[src/rtl/dpi_stream_sequencer_if.sv]
// rtl/dpi_stream_sequencer_if.sv - packet, config and matcher-control bundle for dpi_stream_sequencer
interface dpi_stream_sequencer_if #(
  parameter int SID_W   = 6,
  parameter int KEY_W   = 32,
  parameter int NUM_CAT = 16
);
  logic               pkt_valid;
  logic               pkt_ready;
  logic [7:0]         pkt_data;
  logic               pkt_sop;
  logic               pkt_eop;
  logic [KEY_W-1:0]   pkt_key;
  logic               cfg_we;
  logic [SID_W-1:0]   cfg_addr;
  logic [NUM_CAT-1:0] cfg_mask;
  logic [SID_W-1:0]   stream_id;
  logic               new_stream_id;
  logic               load_state;
  logic [7:0]         char_in;
  logic               char_in_vld;
  logic               eop;
  logic [NUM_CAT-1:0] enable;
  logic               busy;
  logic [31:0]        pkt_count;
  logic [15:0]        evict_count;
  logic               err_sop;

  modport master (
    output pkt_valid, pkt_data, pkt_sop, pkt_eop, pkt_key, cfg_we, cfg_addr, cfg_mask,
    input  pkt_ready, stream_id, new_stream_id, load_state, char_in, char_in_vld, eop,
           enable, busy, pkt_count, evict_count, err_sop
  );

  modport slave (
    input  pkt_valid, pkt_data, pkt_sop, pkt_eop, pkt_key, cfg_we, cfg_addr, cfg_mask,
    output pkt_ready, stream_id, new_stream_id, load_state, char_in, char_in_vld, eop,
           enable, busy, pkt_count, evict_count, err_sop
  );
endinterface

[src/rtl/dpi_stream_sequencer.sv]
// rtl/dpi_stream_sequencer.sv - flow-key to stream-slot mapper and matcher-bank control sequencer
module dpi_stream_sequencer #(
  parameter int NUM_STREAMS = 64,
  parameter int SID_W       = 6,
  parameter int KEY_W       = 32,
  parameter int NUM_CAT     = 16
) (
  input  logic                  clk,
  input  logic                  rst_n,
  dpi_stream_sequencer_if.slave bus
);
  typedef enum logic [2:0] {IDLE, LOOKUP, LOAD, WAIT, STREAM, DRAIN, EOP} state_t;

  state_t state, state_next;

  logic [KEY_W-1:0]   key_tbl  [NUM_STREAMS];
  logic [NUM_CAT-1:0] mask_tbl [NUM_STREAMS];
  logic [NUM_STREAMS-1:0] valid;
  logic [SID_W-1:0]   rr_ptr;
  logic [KEY_W-1:0]   key_lat;
  logic               first_beat;

  logic [SID_W-1:0]   sid_r;
  logic               new_r;
  logic [NUM_CAT-1:0] enable_r;
  logic [7:0]         char_r;
  logic               char_vld_r;
  logic               eop_r;
  logic [31:0]        pkt_count_r;
  logic [15:0]        evict_count_r;
  logic               err_sop_r;

  logic               ready;
  logic               hs;
  logic               hit, has_free, evict;
  logic [SID_W-1:0]   hit_idx, free_idx, alloc_sid;

  // Descending scan so the last assignment wins: lowest free slot.
  always_comb begin
    hit      = 1'b0;
    hit_idx  = '0;
    has_free = 1'b0;
    free_idx = '0;
    for (int i = NUM_STREAMS - 1; i >= 0; i--) begin
      if (valid[i] && key_tbl[i] == key_lat) begin
        hit     = 1'b1;
        hit_idx = SID_W'(i);
      end
      if (!valid[i]) begin
        has_free = 1'b1;
        free_idx = SID_W'(i);
      end
    end
    alloc_sid = hit ? hit_idx : (has_free ? free_idx : rr_ptr);
    evict     = !hit && !has_free;
  end

  always_ff @(posedge clk) begin
    if (!rst_n) state <= IDLE;
    else        state <= state_next;
  end

  always_comb begin
    state_next = state;
    ready      = 1'b0;
    case (state)
      IDLE: begin
        if (bus.pkt_valid) begin
          if (bus.pkt_sop) state_next = LOOKUP;
          else             ready      = 1'b1;
        end
      end
      LOOKUP: state_next = LOAD;
      LOAD:   state_next = WAIT;
      WAIT:   state_next = STREAM;
      STREAM: begin
        ready = 1'b1;
        if (bus.pkt_valid && bus.pkt_eop) state_next = DRAIN;
      end
      DRAIN:   state_next = EOP;
      EOP:     state_next = IDLE;
      default: state_next = IDLE;
    endcase
  end

  assign hs = (state == STREAM) && bus.pkt_valid;

  always_ff @(posedge clk) begin
    if (!rst_n) begin
      valid         <= '0;
      rr_ptr        <= '0;
      key_lat       <= '0;
      first_beat    <= 1'b0;
      sid_r         <= '0;
      new_r         <= 1'b0;
      enable_r      <= '0;
      char_r        <= '0;
      char_vld_r    <= 1'b0;
      eop_r         <= 1'b0;
      pkt_count_r   <= '0;
      evict_count_r <= '0;
      err_sop_r     <= 1'b0;
      for (int i = 0; i < NUM_STREAMS; i++) mask_tbl[i] <= '1;
    end else begin
      char_vld_r <= 1'b0;
      // Registered so eop trails the last character by two cycles.
      eop_r      <= (state == EOP);
      if (bus.cfg_we) mask_tbl[bus.cfg_addr] <= bus.cfg_mask;
      if (state == IDLE && bus.pkt_valid && bus.pkt_sop) key_lat <= bus.pkt_key;
      if (state == LOOKUP) begin
        sid_r    <= alloc_sid;
        new_r    <= !hit;
        enable_r <= mask_tbl[alloc_sid];
        if (!hit) begin
          key_tbl[alloc_sid] <= key_lat;
          valid[alloc_sid]   <= 1'b1;
        end
        if (evict) begin
          rr_ptr <= rr_ptr + SID_W'(1);
          if (evict_count_r != 16'hFFFF) evict_count_r <= evict_count_r + 16'd1;
        end
      end
      if (state == LOAD) first_beat <= 1'b1;
      if (hs) begin
        char_r     <= bus.pkt_data;
        char_vld_r <= 1'b1;
        first_beat <= 1'b0;
        if (bus.pkt_sop && !first_beat) err_sop_r <= 1'b1;
      end
      if (state == EOP) pkt_count_r <= pkt_count_r + 32'd1;
    end
  end

  assign bus.pkt_ready     = ready && rst_n;
  assign bus.stream_id     = sid_r;
  assign bus.new_stream_id = new_r;
  assign bus.load_state    = (state == LOAD);
  assign bus.char_in       = char_r;
  assign bus.char_in_vld   = char_vld_r;
  assign bus.eop           = eop_r;
  assign bus.enable        = enable_r;
  assign bus.busy          = (state != IDLE);
  assign bus.pkt_count     = pkt_count_r;
  assign bus.evict_count   = evict_count_r;
  assign bus.err_sop       = err_sop_r;
endmodule
[src/flat_wrapper.sv]
// flat-port wrapper written by rule: the top's interface ports become plain ports
module dpi_stream_sequencer_flat 
#(
  parameter int NUM_STREAMS = 64,
  parameter int SID_W       = 6,
  parameter int KEY_W       = 32,
  parameter int NUM_CAT     = 16
)
  (clk, rst_n, bus_pkt_valid, bus_pkt_data, bus_pkt_sop, bus_pkt_eop, bus_pkt_key, bus_cfg_we, bus_cfg_addr, bus_cfg_mask, bus_pkt_ready, bus_stream_id, bus_new_stream_id, bus_load_state, bus_char_in, bus_char_in_vld, bus_eop, bus_enable, bus_busy, bus_pkt_count, bus_evict_count, bus_err_sop);
  dpi_stream_sequencer_if #(.SID_W(SID_W), .KEY_W(KEY_W), .NUM_CAT(NUM_CAT)) bus_i ();
  input  logic clk;
  input  logic rst_n;
  input wire logic [$bits(bus_i.pkt_valid)-1:0] bus_pkt_valid;
  input wire logic [$bits(bus_i.pkt_data)-1:0] bus_pkt_data;
  input wire logic [$bits(bus_i.pkt_sop)-1:0] bus_pkt_sop;
  input wire logic [$bits(bus_i.pkt_eop)-1:0] bus_pkt_eop;
  input wire logic [$bits(bus_i.pkt_key)-1:0] bus_pkt_key;
  input wire logic [$bits(bus_i.cfg_we)-1:0] bus_cfg_we;
  input wire logic [$bits(bus_i.cfg_addr)-1:0] bus_cfg_addr;
  input wire logic [$bits(bus_i.cfg_mask)-1:0] bus_cfg_mask;
  output wire logic [$bits(bus_i.pkt_ready)-1:0] bus_pkt_ready;
  output wire logic [$bits(bus_i.stream_id)-1:0] bus_stream_id;
  output wire logic [$bits(bus_i.new_stream_id)-1:0] bus_new_stream_id;
  output wire logic [$bits(bus_i.load_state)-1:0] bus_load_state;
  output wire logic [$bits(bus_i.char_in)-1:0] bus_char_in;
  output wire logic [$bits(bus_i.char_in_vld)-1:0] bus_char_in_vld;
  output wire logic [$bits(bus_i.eop)-1:0] bus_eop;
  output wire logic [$bits(bus_i.enable)-1:0] bus_enable;
  output wire logic [$bits(bus_i.busy)-1:0] bus_busy;
  output wire logic [$bits(bus_i.pkt_count)-1:0] bus_pkt_count;
  output wire logic [$bits(bus_i.evict_count)-1:0] bus_evict_count;
  output wire logic [$bits(bus_i.err_sop)-1:0] bus_err_sop;
  assign bus_i.pkt_valid = bus_pkt_valid;
  assign bus_i.pkt_data = bus_pkt_data;
  assign bus_i.pkt_sop = bus_pkt_sop;
  assign bus_i.pkt_eop = bus_pkt_eop;
  assign bus_i.pkt_key = bus_pkt_key;
  assign bus_i.cfg_we = bus_cfg_we;
  assign bus_i.cfg_addr = bus_cfg_addr;
  assign bus_i.cfg_mask = bus_cfg_mask;
  assign bus_pkt_ready = bus_i.pkt_ready;
  assign bus_stream_id = bus_i.stream_id;
  assign bus_new_stream_id = bus_i.new_stream_id;
  assign bus_load_state = bus_i.load_state;
  assign bus_char_in = bus_i.char_in;
  assign bus_char_in_vld = bus_i.char_in_vld;
  assign bus_eop = bus_i.eop;
  assign bus_enable = bus_i.enable;
  assign bus_busy = bus_i.busy;
  assign bus_pkt_count = bus_i.pkt_count;
  assign bus_evict_count = bus_i.evict_count;
  assign bus_err_sop = bus_i.err_sop;
  dpi_stream_sequencer #(.NUM_STREAMS(NUM_STREAMS), .SID_W(SID_W), .KEY_W(KEY_W), .NUM_CAT(NUM_CAT)) u_core (.clk(clk), .rst_n(rst_n), .bus(bus_i));
endmodule
[config.mk]
export PLATFORM = sky130hd
export DESIGN_NAME = dpi_stream_sequencer_flat
export DESIGN_NICKNAME = d
export VERILOG_FILES = /design/src/rtl/dpi_stream_sequencer_if.sv /design/src/rtl/dpi_stream_sequencer.sv /design/src/flat_wrapper.sv
export SDC_FILE = /design/constraint.sdc
export NUM_CORES = 2
export LEC_CHECK = 0
export BUFFER_PORTS_ARGS = -buffer_cell sky130_fd_sc_hd__buf_2
export CORE_MARGIN = 8
export CORE_UTILIZATION = 44
export CTS_BUF_LIST = sky130_fd_sc_hd__clkbuf_8
export DETAILED_ROUTE_END_ITERATION = 8
export PLACE_DENSITY = 0.67
export SLEW_MARGIN = 20
export SYNTH_ARGS = -nofsm -noshare
export SYNTH_HDL_FRONTEND = slang
export SYNTH_SLANG_ARGS = --single-unit
[constraint.sdc]
create_clock -name clk -period 16.76 [get_ports clk]
set_clock_uncertainty 0.1 [all_clocks]
set_input_delay 3.352 -clock clk [delete_from_list [all_inputs] [get_ports clk]]
set_output_delay 3.352 -clock clk [all_outputs]
set_load 0.01 [all_outputs]
After elaboration in Yosys (flattened, before gate mapping)

Memories as Yosys holds them, arrays and structs flattened. A register that Yosys moved wholly into a read port is not among the register bits.
Index checks and enable logic that the tools add are counted.

$add $sub $neg: 3
Order comparisons: 2
Equality and inequality tests: 74
Muxes and demuxes: 279
Bitwise operators: 3
Reductions and logical operators: 85

Operators by type and width:

| cell                  | count |
|---|---|
| $eq 32x32->1          | 64 |
| $mux 6                | 131 |
| $mux 1                | 141 |
| $logic_and 1x1->1     | 72 |
| $or 64x64->64         | 1 |
| $add 32x1->32 const B | 1 |
| $pmux 3 s6            | 1 |
| $add 16x1->16 const B | 1 |
| $mux 16               | 1 |
| $ne 16x16->1 const B  | 1 |
| $reduce_or 16->1      | 1 |
| $eq 3x3->1 const B    | 3 |
| $mux 3                | 3 |
| $lt 6x7->1 const B    | 1 |
| $add 6x1->6 const B   | 1 |
| $demux 1 s6           | 1 |
| $eq 3x2->1 const B    | 2 |
| $ge 6x1->1 const B    | 1 |
| $reduce_and 2->1      | 3 |
| $reduce_and 3->1      | 2 |
| $logic_not 1->1       | 4 |
| $ne 2x2->1 const B    | 2 |
| $eq 3x1->1 const B    | 1 |
| $logic_not 3->1       | 1 |
| other kinds (5)       | 6 |

Register bits: 172
Memory bits (writable): 3072
Input bits: 68
Output and inout port bits: 85
Logic and storage cells: 461
Memories: 2

Memories:

| memory          | words | width | rd ports | clocked after memory_dff | write ports | RTL line                   | source |
|---|---|---|---|---|---|---|---|
| u_core.key_tbl  | 64    | 32    | 64       | 0                        | 1           | dpi_stream_sequencer.sv:16 | `logic [KEY_W-1:0] key_tbl [NUM_STREAMS];` |
| u_core.mask_tbl | 64    | 16    | 1        | 1                        | 64          | dpi_stream_sequencer.sv:17 | `logic [NUM_CAT-1:0] mask_tbl [NUM_STREAMS];` |

Logic depth before layout (Yosys ltp)

Depth in word-level cells: 72
Mapped depth: 26

Worst setup path before layout

No wires, ideal clock.

Path kind: input-to-output
Start: input rst_n
End: output bus_pkt_ready
Arrival time: 4.348 ns
Data required time: 13.308 ns
Path slack: 8.960 ns
Stages: 5
Buffers on the path: 3
Path through: clkbuf_1 > clkbuf_1 > clkbuf_1 > nand2_1 > nor2_1

Cells in the longest elaborated chain, start to end: 1

Ends and longest elaborated chain:

| what              | RTL line                    | source |
|---|---|---|
| start, declared   | flat_wrapper.sv:12          | `input logic rst_n;` |
| $logic_and 1x1->1 | dpi_stream_sequencer.sv:134 | `assign bus.pkt_ready = ready && rst_n;` |
| end, declared     | flat_wrapper.sv:21          | `output wire logic [$bits(bus_i.pkt_ready)-1:0] bus_pkt_ready;` |

Every way passes these cells.

Final worst setup path

Start: register u_core.key_lat[22]
End: register u_core.enable_r[10], in the netlist u_core.bus.enable[10] (read register of u_core.mask_tbl)

Cells in the longest elaborated chain, start to end: 67
Elaborated cells between the ends (all ways): 257
Those cells by class: eq/ne (64); mux (129); reduce/logical (64)

Ends and longest elaborated chain:

| what                                                  | RTL line                    | source |
|---|---|---|
| start, declared                                       | dpi_stream_sequencer.sv:20  | `logic [KEY_W-1:0] key_lat;` |
| start signal, assigned                                | dpi_stream_sequencer.sv:109 | `if (state == IDLE && bus.pkt_valid && bus.pkt_sop) key_lat <= bus.pkt_key;` |
| $eq 32x32->1                                          | dpi_stream_sequencer.sv:45  | `if (valid[i] && key_tbl[i] == key_lat) begin` |
| $logic_and 1x1->1                                     | dpi_stream_sequencer.sv:45  |  |
| $mux 6 / $mux 1 (equally long branches) (64 in a row) | dpi_stream_sequencer.sv:45  |  |
| $mux 6 *                                              | dpi_stream_sequencer.sv:54  | `alloc_sid = hit ? hit_idx : (has_free ? free_idx : rr_ptr);` |
| end, declared                                         | dpi_stream_sequencer.sv:25  | `logic [NUM_CAT-1:0] enable_r;` |

Mark *: on every way between the ends. The rest lies on a longest branch, timed or not.
A chain may end at the register's enable or synchronous reset.

==> metrics.cfg <==
[floorplan]
initial_core_util=0.442
boundaryPins=153
die_h_um=586
die_x_um=586
rows=209
core_um2=324000
die_area_um2=344000

[sta]
slew_headroom=0.210
hold_slack_ns=0.366
final-max-slew-violation-count=0
rsz0062_at_grt=no
period_share=0.556
hold_violations=0
tightestPinTransition_ns=1.19
setup_slack_ns=7.43
max_freq_mhz=107
setup_viol=0
layout_min_cycle_time_ns=9.33
finalSetupTns_ns=0

[pwr]
p_leak_nw=51.2
ir_drop_mv=0.0842
power.density_nw_per_um2=106

[setup_path]
end_kind=flip-flop
cp_slowest_stage_delay_ns=0.79
crit_arrival_ns=10.29
r2r_cells=20
cpMostUsedCell=buf_4
required_ns=17.72
r2r-start=u_core.key_lat[22]$_SDFFE_PN0P_
cp_cell_sequence=buf_4 -> buf_4 -> inv_1 -> o211ai_1 -> nor4_1 -> nand4b_1 -> nand4_1 -> nor3_1 -> nand2_1 -> nor4_4 -> nand2b_1 -> nand2_8 -> clkinv_2 -> buf_4 -> nand2_1 -> o22ai_1 -> a2111oi_0 -> a2111oi_0 -> nor4_1 -> nor2_1
path_class=flip-flop to flip-flop
crit_slowest_cell=a2111oi_0
worstPathMaxFanout=55
rr_endpoint=u_core.bus.enable[10]$_SDFFE_PN0P_
reg2reg_slack_ns=7.43
cp-start-kind=flip-flop

[hold_path]
min_path_type=flip-flop to flip-flop
min_to=u_core.bus.char_in[2]$_SDFFE_PN0P_
whs_path_depth=2
hp-start=u_core.bus.char_in[2]$_SDFFE_PN0P_

[yosys]
synth-edff-count=3072
yosys_warnings=0
yosys.cell_types.count=98
syn_nets=10143
yosys.area.top_type=edfxtp_1
async_reset_ff_frac=0
ys_seq_elements=3260
netlist.area_leader.share=0.645
synth_area_um2=143000
netlist_instances=10072
syn_area_per_cell_um2=14.2
yosysSeqAreaShare=0.671
ys.flop_type=edfxtp_1
yosys-top-cells-area=edfxtp_1 (64%), xnor2_1 (8.7%), xor2_1 (4.0%)

[place]
io_buffers=152
place_ws_ns=7.88
routabilityCongestion=0.952
place_inst=14110
detailed_place_hpwl_um=244000

[clock_network]
clkSinkCount=3260
post_cts_buffers=0
cts_resized=0
cts_tree=yes
clk_pin_slew_ns=0.06
hold_buffers=0
cts_buffers=550
h-tree-depth=6
cts_buffer_depth=4
clock_latency_ns=1.20
root_buffer=clkbuf_8

[grt]
grt-ovfl-total=0
grtUsageTotal=0.236
antenna_found_initial=10
grt_pass1_wl_um=605000
grt_max_degree=103
grt_pass1_vias=87353

[cells_and_area]
layout_common_cells=edfxtp_1 (3072), xnor2_1 (1428), or3_1 (793)
nFillCells=27554
fin_cells=15109
final_core_util=0.489
multiInputGateArea_um2=43100
regArea_um2=96100
fin_nets=10409
area_delta_synth_final_pct=10.7
final_common_cell=edfxtp_1
layout-drive-gt1-share=0.150

[routing]
dr.first_iter.drc_count=10017
via_count=88222
totalWireLength_um=420000
viasPerCell=5.84
drt_pass1_iterations=8
post-route-drc-count=0
postRouteAntennaNets=0
wire_per_inst_um=27.8

[outcome]
status=completed

[job]
maxCapViolCount=0

[synth_stat cells (121+ instances only)]
cell type and n:
edfxtp_1 3072, xnor2_1 1428, or3_1 794, xor2_1 657
nand2_1 537, clkbuf_1 384, nand4_1 376, or2_2 262
nor4_1 207, dfxtp_1 188, nand3_1 178, o21ai_0 171
nor2_1 167, mux2i_1 155, a21oi_1 146, buf_4 121
[critical path: cells and delay by family, from the launching register on]
kind | cells | cell delay, ns
and+or+nand+nor | 11 | 4.19
buffers and inverters | 5 | 2.60
AOI/OAI and AO/OA | 4 | 1.50
DFF | 1 | 0.69
[sequential cells by signal (all words and copies together) (netlist names), 3 cells and up]
register	flops
u_core.key_tbl	2048
u_core.mask_tbl	1024
u_core.valid	64
u_core.bus.pkt_count	32
u_core.key_lat	32
u_core.bus.enable	16
u_core.bus.evict_count	16
u_core.bus.char_in	8
u_core.bus.stream_id	6
u_core.rr_ptr	6
u_core.state	3
[report_power, final]
| group | switching (W) | internal (W) | total [W] |
|---|---|---|---|
| Clock | 0.00331 | 0.00335 | 0.00667 |
| Combinational | 0.000674 | 0.000273 | 0.000947 |
| Sequential | 0.000112 | 0.00904 | 0.00916 |
[cells by family after synthesis]
family / Yosys count / share of synthesized area
buffers and inverters: 801 / 0.0307
and+or+nand+nor: 2839 / 0.110
muxes: 224 / 0.0178
DFF: 3260 / 0.671
AOI/OAI and AO/OA: 860 / 0.0419
xor gates and xnor gates: 2085 / 0.128
adders and majority gates: 3 / 0.000262
[through the flow]
step	power [W]	area [um2]
after detailed placement	0.0103	148000
after global placement	0.0102	148000
after floorplan	0.00987	143000
after global routing	0.0173	158000
after CTS	0.0168	158000
final	0.0168	158000
[how the worst max path moves through the flow]
stage / to / cells after the start / slack [ns] / from
6_report: u_core.bus.enable[10]$_SDFFE_PN0P_ / 20 / 7.43 / u_core.key_lat[22]$_SDFFE_PN0P_
5_1_grt: u_core.bus.enable[10]$_SDFFE_PN0P_ / 20 / 7.53 / u_core.key_lat[22]$_SDFFE_PN0P_
4_1_cts: u_core.bus.enable[10]$_SDFFE_PN0P_ / 20 / 7.87 / u_core.key_lat[22]$_SDFFE_PN0P_
3_5_place_dp: u_core.bus.enable[10]$_SDFFE_PN0P_ / 20 / 7.88 / u_core.key_lat[22]$_SDFFE_PN0P_
3_3_place_gp: u_core.bus.enable[10]$_SDFFE_PN0P_ / 20 / 7.67 / u_core.key_lat[4]$_SDFFE_PN0P_
2_1_floorplan: bus_pkt_ready / 5 / 8.96 / rst_n
[routing by layer]
metal / share of wire / global-route usage / vias up
li1: - / - / 37758
met3: 0.093 / 0.0467 / 1017
met2: 0.46 / 0.377 / 4721
met4: 0.054 / 0.117 / 4
met1: 0.39 / 0.308 / 44722
met5: 0.000083 / 0 / -
[final cells by class]
class,count,area share
Inverter,73,0.00174
Clock inverter,400,0.0134
Tap cell,4325,0.0342
Antenna cell,16,0.000253
Sequential cell,3260,0.607
Multi-Input combinational cell,6011,0.272
Clock buffer,582,0.0506
Timing Repair Buffer,442,0.0203
No activity file was read; power rests on OpenSTA's default activity.
